[src/rtl/pu_seq.sv]
// pu_seq: multi-cycle control sequencer (FETCH/EXEC/MEM/WB) for the 16-bit processing unit.
// Every output is a register updated alongside the state, so no acknowledge input reaches an output combinationally.
module pu_seq #(
   parameter int WAITMAX = 15,
   parameter int CW      = 16
) (
   input  logic          clk,
   input  logic          rst,
   input  logic          run,
   input  logic          step,
   output logic          ireq,
   input  logic          iack,
   input  logic [15:0]   idata,
   output logic [15:0]   ir,
   input  logic          h,
   input  logic          we,
   input  logic          pcwe,
   input  logic          dmwe,
   input  logic          dms,
   output logic          dreq,
   output logic          dwr,
   input  logic          dack,
   output logic          rf_we,
   output logic          pc_we,
   output logic          pc_inc,
   output logic          halted,
   output logic          fault,
   output logic          busy,
   output logic [CW-1:0] icnt
);

   localparam int            WW    = $clog2(WAITMAX + 1);
   localparam logic [WW-1:0] WLAST = WW'(WAITMAX - 1);

   typedef enum logic [2:0] {
      S_IDLE  = 3'd0,
      S_FETCH = 3'd1,
      S_EXEC  = 3'd2,
      S_MEM   = 3'd3,
      S_WB    = 3'd4,
      S_HALT  = 3'd5
   } state_t;

   state_t        state;
   logic [WW-1:0] wcnt;

   // Sequencer: state, request lines, commit strobes, wait counter and retire counter
   always_ff @(posedge clk or posedge rst) begin
      if (rst) begin
         state  <= S_IDLE;
         wcnt   <= '0;
         ir     <= 16'h0000;
         icnt   <= '0;
         ireq   <= 1'b0;
         dreq   <= 1'b0;
         dwr    <= 1'b0;
         rf_we  <= 1'b0;
         pc_we  <= 1'b0;
         pc_inc <= 1'b0;
         halted <= 1'b0;
         fault  <= 1'b0;
         busy   <= 1'b0;
      end else begin
         rf_we  <= 1'b0;
         pc_we  <= 1'b0;
         pc_inc <= 1'b0;
         case (state)
            S_IDLE: begin
               if (run || step) begin
                  state <= S_FETCH;
                  ireq  <= 1'b1;
                  busy  <= 1'b1;
                  wcnt  <= '0;
               end else begin
                  state <= S_IDLE;
               end
            end
            S_FETCH: begin
               // an acknowledge on the last allowed cycle still wins over the timeout
               if (iack) begin
                  ir    <= idata;
                  ireq  <= 1'b0;
                  state <= S_EXEC;
               end else if (wcnt == WLAST) begin
                  ireq   <= 1'b0;
                  busy   <= 1'b0;
                  halted <= 1'b1;
                  fault  <= 1'b1;
                  state  <= S_HALT;
               end else begin
                  wcnt <= wcnt + WW'(1);
               end
            end
            S_EXEC: begin
               if (h) begin
                  busy   <= 1'b0;
                  halted <= 1'b1;
                  state  <= S_HALT;
               end else if (dmwe || dms) begin
                  dreq  <= 1'b1;
                  dwr   <= dmwe;
                  wcnt  <= '0;
                  state <= S_MEM;
               end else begin
                  rf_we  <= we;
                  pc_we  <= pcwe;
                  pc_inc <= ~pcwe;
                  icnt   <= icnt + CW'(1);
                  state  <= S_WB;
               end
            end
            S_MEM: begin
               if (dack) begin
                  dreq   <= 1'b0;
                  dwr    <= 1'b0;
                  rf_we  <= we;
                  pc_we  <= pcwe;
                  pc_inc <= ~pcwe;
                  icnt   <= icnt + CW'(1);
                  state  <= S_WB;
               end else if (wcnt == WLAST) begin
                  dreq   <= 1'b0;
                  dwr    <= 1'b0;
                  busy   <= 1'b0;
                  halted <= 1'b1;
                  fault  <= 1'b1;
                  state  <= S_HALT;
               end else begin
                  wcnt <= wcnt + WW'(1);
               end
            end
            S_WB: begin
               if (run) begin
                  ireq  <= 1'b1;
                  wcnt  <= '0;
                  state <= S_FETCH;
               end else begin
                  busy  <= 1'b0;
                  state <= S_IDLE;
               end
            end
            S_HALT: begin
               state <= S_HALT;
            end
            default: begin
               ireq  <= 1'b0;
               dreq  <= 1'b0;
               dwr   <= 1'b0;
               busy  <= 1'b0;
               state <= S_IDLE;
            end
         endcase
      end
   end

endmodule
[config.mk]
export PLATFORM = sky130hd
export DESIGN_NAME = pu_seq
export DESIGN_NICKNAME = d
export VERILOG_FILES = /design/src/rtl/pu_seq.sv
export SDC_FILE = /design/constraint.sdc
export NUM_CORES = 1
export LEC_CHECK = 0
export BUFFER_PORTS_ARGS = -buffer_cell sky130_fd_sc_hd__buf_4
export CORE_ASPECT_RATIO = 0.75
export CORE_MARGIN = 4
export CORE_UTILIZATION = 51
export CTS_CLUSTER_DIAMETER = 150
export DETAILED_ROUTE_END_ITERATION = 8
export GPL_ROUTABILITY_DRIVEN = 0
export PLACE_DENSITY = 0.75
export SLEW_MARGIN = 20
export SYNTH_ARGS = -nofsm -noshare
export SYNTH_HDL_FRONTEND = slang
export SYNTH_SLANG_ARGS = --single-unit
[constraint.sdc]
create_clock -name clk -period 2.2 [get_ports clk]
set_clock_uncertainty 0.1 [all_clocks]
set_input_delay 0.44 -clock clk [delete_from_list [all_inputs] [get_ports clk]]
set_output_delay 0.44 -clock clk [all_outputs]
set_load 0.005 [all_outputs]
==> results of run 1 <==
## sequential cells by signal, summed over array words and instances (netlist names), 3 cells and up
signal / cells
icnt: 16
ir: 16
state: 3
wcnt: 4
## cells by family (layout without fill, tap and decap cells)
logic type / after synthesis / in the layout / synth area share (%)
buffers and inverters: 10 / 81 / 2.26
AOI/OAI and AO/OA: 36 / 36 / 11.6
muxes: 20 / 20 / 9.80
adders and majority gates: 3 / 3 / 1.65
xor gates and xnor gates: 15 / 15 / 5.78
DFF: 48 / 48 / 52.8
and+or+nand+nor: 63 / 63 / 16.1
## worst max path at each step
stage / start / endpoint / depth (start not counted)
after CTS: state[0] / ir[0] / 3
after detailed placement: state[0] / ir[0] / 3
after floorplan: rst / busy / 1
after global placement: state[0] / ir[14] / 3
after global routing: state[0] / ir[0] / 3
final: state[0] / ir[10] / 3
## layer usage
metal | wire, um | share of wire (%) | vias to the layer above
met5 | 0 | 0 | -
met4 | 44 | 0.86 | 0
met3 | 446 | 8.7 | 7
met2 | 2060 | 40 | 68
met1 | 2570 | 50 | 864
li1 | - | - | 851
## cell usage in the layout (no fill, tap or decap), drive strengths merged, types with 6 or more instances in the layout
master	count
buf	70
xnor2	9
mux2	18
nand3	9
nor3	7
nand2	10
dfrtp	48
xor2	6
clkbuf	6
nor2	10
and3	7
## power breakdown
| part | switching, W | internal [W] |
|---|---|---|
| Sequential | 0.000285 | 0.00116 |
| Clock | 0.000290 | 0.000251 |
| Combinational | 0.000509 | 0.000738 |
| Total | 0.00109 | 0.00215 |
## metrics by stage
step           utilization (%)  worst slack (ns)  cells  instance area, sq um  hold WS (ns)
4_1_cts                   70.2             0.226    321                  2940        0.0609
3_5_place_dp              68.1             0.240    314                  2840         0.373
3_3_place_gp              68.1             0.316    314                  2840         0.364
5_1_grt                   70.2            0.0993    321                  2940        0.0744
6_report                  70.2             0.206    321                  2940        0.0516
2_1_floorplan                -             0.516    195                  2270         0.368
## area by class of cell
class                           count  area [sq um]  share of cell area (%)
Inverter                            4          15.0                   0.512
Clock inverter                      1          8.76                   0.298
Clock buffer                        6          82.6                    2.81
Timing Repair Buffer               70           538                    18.3
Multi-Input combinational cell    137          1020                    34.8
Sequential cell                    48          1200                    40.9
Tap cell                           55          68.8                    2.34
==> impl_metrics.env, run 1 <==
export IMPL_fin_crit_ns=1.99
export IMPL_crit_fanout=16
export IMPL_syn_area_sq_um=2270
export IMPL_dp_hpwl_um=3970
export IMPL_ff2ff_path_depth=3
export IMPL_antennaDiodeCount=0
export IMPL_cp_cell_sequence="nand2b_1 > nor2_4 > mux2_2"
export IMPL_crit_slowest_cell="dfrtp_1"
export IMPL_clock_tree_root_cell="clkbuf_8"
export IMPL_run_status="completed"
export IMPL_die_w_um=85.1
export IMPL_p_leak_nw=1.43
export IMPL_grt_util_met2_pct=25.9
export IMPL_grt_pass1_vias=1739
export IMPL_core_sq_um=4180
export IMPL_dr_pass1_iters=4
export IMPL_busiest_layer="met1"
export IMPL_drt_wl_total_um=5120
export IMPL_finalSetupViolCount=0
export IMPL_synth_edf_count=0
export IMPL_overflow=0
export IMPL_drtIter0Drc=74
export IMPL_cts_buffer_depth=2
export IMPL_clock_fmax_ghz=0.501
export IMPL_met3_usage_pct=6.35
export IMPL_cp_start_kind="flop"
export IMPL_period_share_pct=90.7
export IMPL_ys_ff_latch=48
export IMPL_setup_tns_ns=0
export IMPL_path_clk_slew_ns=0.09
export IMPL_cpPeakStageDelay_ns=0.68
export IMPL_rows=20
export IMPL_critPathArrivalTime_ns=2.08
export IMPL_synth_ff_type="dfrtp_1"
export IMPL_cts_buffers_inserted=5
export IMPL_die_y_um=65.8
export IMPL_synth_top_cell_area_share_pct=52.8
export IMPL_crit_family="simple AND/OR/NAND/NOR gates"
export IMPL_hold_path_class="primary input to asynchronous set/reset pin"
export IMPL_yosys_area_top_type="dfrtp_1"
export IMPL_cap_violations=0
export IMPL_fin_nets=296
export IMPL_grt_usage_pct=19.6
export IMPL_syn_num_nets=225
export IMPL_grt_pass1_wl_um=8670
export IMPL_synth_distinct_cells=45
export IMPL_avgRoutedWirePerCell_um=16.0
export IMPL_avgViaCountPerCell=5.58
export IMPL_slew_viol_final=0
export IMPL_power_w=0.00324
export IMPL_hold_viol_final=0
export IMPL_insertion_delay_ns=0.30
export IMPL_required_ns=2.29
export IMPL_postCtsSetupRepairBufs=0
export IMPL_path_class="flop to flop"
export IMPL_avgSynthCellArea_sq_um=11.7
export IMPL_cts_sinks=48
export IMPL_cts_resized=0
export IMPL_r2r_slack_ns=0.21
export IMPL_cts_tree="yes"
export IMPL_crit_buf_inv=0
export IMPL_fillers=310
export IMPL_dieArea_sq_um=5600
export IMPL_maxSlewHeadroom_pct=64.9
export IMPL_vias=1790
export IMPL_rr_startpoint="state[0]"
export IMPL_hold_buffers=0
export IMPL_port_buffers=67
export IMPL_rsz0062_at_grt="false"
export IMPL_antenna_left=0
export IMPL_worst_slew_pin_slew_ns=0.527
export IMPL_worst_setup_path_end_kind="flop"
export IMPL_synth_common_cells="48 x dfrtp_1, 18 x mux2_2, 10 x nand2_1"
export IMPL_peakVddDrop_uv=872
export IMPL_pin_count=68
export IMPL_synthArstFlopShare_pct=100
export IMPL_grt_max_degree=28
export IMPL_synth_sequential_area_ratio_pct=52.8
export IMPL_yosysMostFrequentCell="dfrtp_1"
export IMPL_power_density_nw_per_um2=1100
export IMPL_reg2reg_to="ir[10]"
export IMPL_drive_above_1_share_pct=37.6
export IMPL_syn2layout_area_growth_pct=29.1
export IMPL_yosys_top_cells_area="dfrtp_1 53%, mux2_2 8.9%, xnor2_1 3.5%"
export IMPL_htreeDepth=2
export IMPL_route_detailed_drc=0
export IMPL_grt_antenna_before_repair=0
export IMPL_yosys_warnings=0
export IMPL_initial_utilization_pct=54.4
export IMPL_synthCells=195
export IMPL_use_met1_pct=30.9
Note: power is estimated with default switching activity, not from simulation.
==> run 2, diff against run 1 <==
==> constraint.sdc (replaced) <==
create_clock -name clk -period 2.2 [get_ports clk]
set_clock_uncertainty 0.1 [all_clocks]
set_input_delay 0.33 -clock clk [delete_from_list [all_inputs] [get_ports clk]]
set_output_delay 0.33 -clock clk [all_outputs]
set_load 0.005 [all_outputs]
==> impl_metrics.env, run 2 (synthesis results as in run 1) <==
export IMPL_run_status="completed"
export IMPL_die_w_um=85.1
export IMPL_crit_slowest_cell="dfrtp_1"
export IMPL_route_detailed_drc=0
export IMPL_dieArea_sq_um=5600
export IMPL_slew_viol_final=0
export IMPL_cp_cell_sequence="nor4b_4 > a22oi_2 > nor3_1 > xor2_1"
export IMPL_grt_pass1_vias=1677
export IMPL_top_layer="met4"
export IMPL_critPathArrivalTime_ns=1.97
export IMPL_clock_tree_root_cell="clkbuf_8"
export IMPL_path_class="flop to flop"
export IMPL_dp_hpwl_um=3730
export IMPL_setup_tns_ns=0
export IMPL_dr_pass1_iters=4
export IMPL_rsz0062_at_grt="false"
export IMPL_finalSetupViolCount=0
export IMPL_cts_buffers_inserted=5
export IMPL_final_common_cell="buf_4"
export IMPL_worst_slew_pin_slew_ns=0.528
export IMPL_power_density_nw_per_um2=1110
export IMPL_fin_area_sq_um=2970
export IMPL_clock_fmax_ghz=0.538
export IMPL_antenna_left=0
export IMPL_wl_met1_um=2520
export IMPL_htreeDepth=2
export IMPL_fin_crit_ns=1.86
export IMPL_placed_area_sq_um=2860
export IMPL_postCtsSetupRepairBufs=0
export IMPL_cts_buffer_depth=2
export IMPL_fillers=313
export IMPL_cts_sinks=48
export IMPL_pin_count=68
export IMPL_p_leak_nw=1.45
export IMPL_initial_utilization_pct=54.4
export IMPL_insertion_delay_ns=0.29
export IMPL_cap_violations=0
export IMPL_path_clk_slew_ns=0.08
export IMPL_cp_start_kind="flop"
export IMPL_peakVddDrop_uv=719
export IMPL_register_area_sq_um=1200
export IMPL_crit_buf_inv=0
export IMPL_die_y_um=65.8
export IMPL_port_buffers=67
export IMPL_cts_tree="yes"
export IMPL_drive_above_1_share_pct=37.7
export IMPL_layout_common_cells="71 x buf_4, 48 x dfrtp_1, 18 x mux2_2, 10 x nand2_1"
export IMPL_required_ns=2.31
export IMPL_crit_family="simple AND/OR/NAND/NOR gates"
export IMPL_maxSlewHeadroom_pct=64.8
export IMPL_grt_pass1_wl_um=8190
export IMPL_hold_viol_final=0
export IMPL_avgRoutedWirePerCell_um=15.5
export IMPL_grt_max_degree=26
export IMPL_cpPeakStageDelay_ns=0.64
export IMPL_multi_input_area_sq_um=1020
export IMPL_drtIter0Drc=87
export IMPL_grt_antenna_before_repair=0
export IMPL_crit_fanout=16
export IMPL_antennaDiodeCount=0
export IMPL_grt_usage_pct=18.3
export IMPL_overflow=0
export IMPL_syn2layout_area_growth_pct=30.5
export IMPL_period_share_pct=84.5
export IMPL_vias=1803
export IMPL_fin_nets=299
export IMPL_hold_path_class="primary input to flop"
export IMPL_worst_setup_path_end_kind="flop"
export IMPL_reg_top3="icnt (16), ir (16), wcnt (4)"
export IMPL_wl_met3_um=425
export IMPL_cts_resized=0
export IMPL_rows=20
export IMPL_core_sq_um=4180
export IMPL_wl_met2_um=2020
export IMPL_drt_wl_total_um=5020
export IMPL_avgViaCountPerCell=5.58
run 2: path summary, 6_finish.rpt:
path / end / slack (ns) / startpoint / cells past startpoint
worst min register to register: halted / 0.38 / halted / 1
max in group asynchronous: icnt[0] / 0.95 / rst / 4
min in group asynchronous: icnt[9] / 0.53 / rst / 3
worst max register to register: icnt[12] / 0.34 / state[1] / 4
worst max-delay path: icnt[12] / 0.34 / state[1] / 4
worst min-delay path: pc_inc / 0.09 / pcwe / 2
run 2: cell type report:
cell class              count  share of cell area [%]
clock inverters             1                    1.01
flip-flops and latches     48                    40.5
inverters                   4                   0.506
repair buffers             73                    19.0
multi-input cells         137                    34.4
well taps                  55                    2.32
clock buffers               5                    2.32
run 2: report_power, final:
| part | total, W | switching (W) | internal [W] | leakage [nW] |
|---|---|---|---|---|
| Sequential | 0.00141 | 0.000245 | 0.00116 | 0.612 |
| Clock | 0.000585 | 0.000259 | 0.000326 | 0.0501 |
| Combinational | 0.00130 | 0.000545 | 0.000759 | 0.785 |
| Total | 0.00330 | 0.00105 | 0.00225 | 1.45 |
run 2: what timing repair did:
action,CTS,global route
endpoints found under the hold margin,24,0
setup endpoints to repair,0,0
hold buffers,1,0
run 2: stage by stage:
step                      setup WS [ns]  std cells  power (W)  hold WS, ns  utilization, %
after floorplan                   0.574        195    0.00213        0.296               -
after global placement            0.410        316    0.00270        0.310            68.4
after detailed placement          0.369        316    0.00273        0.315            68.4
after CTS                         0.357        323    0.00333       0.0820            71.0
after global routing              0.200        323    0.00354       0.0825            71.0
final                             0.341        323    0.00330       0.0927            71.0
run 2: routing by layer:
metal	vias to the layer above	GRT usage (%)
met4	0	4.55
met3	9	5.11
met5	-	0
met1	862	29.0
met2	72	24.4
li1	860	-
run 2: worst register-to-register path, delay by kind of cell, from the launching register on:
| kind | cells | cell delay [ns] |
|---|---|---|
| flops | 1 | 0.64 |
| compound gates | 1 | 0.20 |
| simple gates | 2 | 0.65 |
| xor+xnor | 1 | 0.19 |
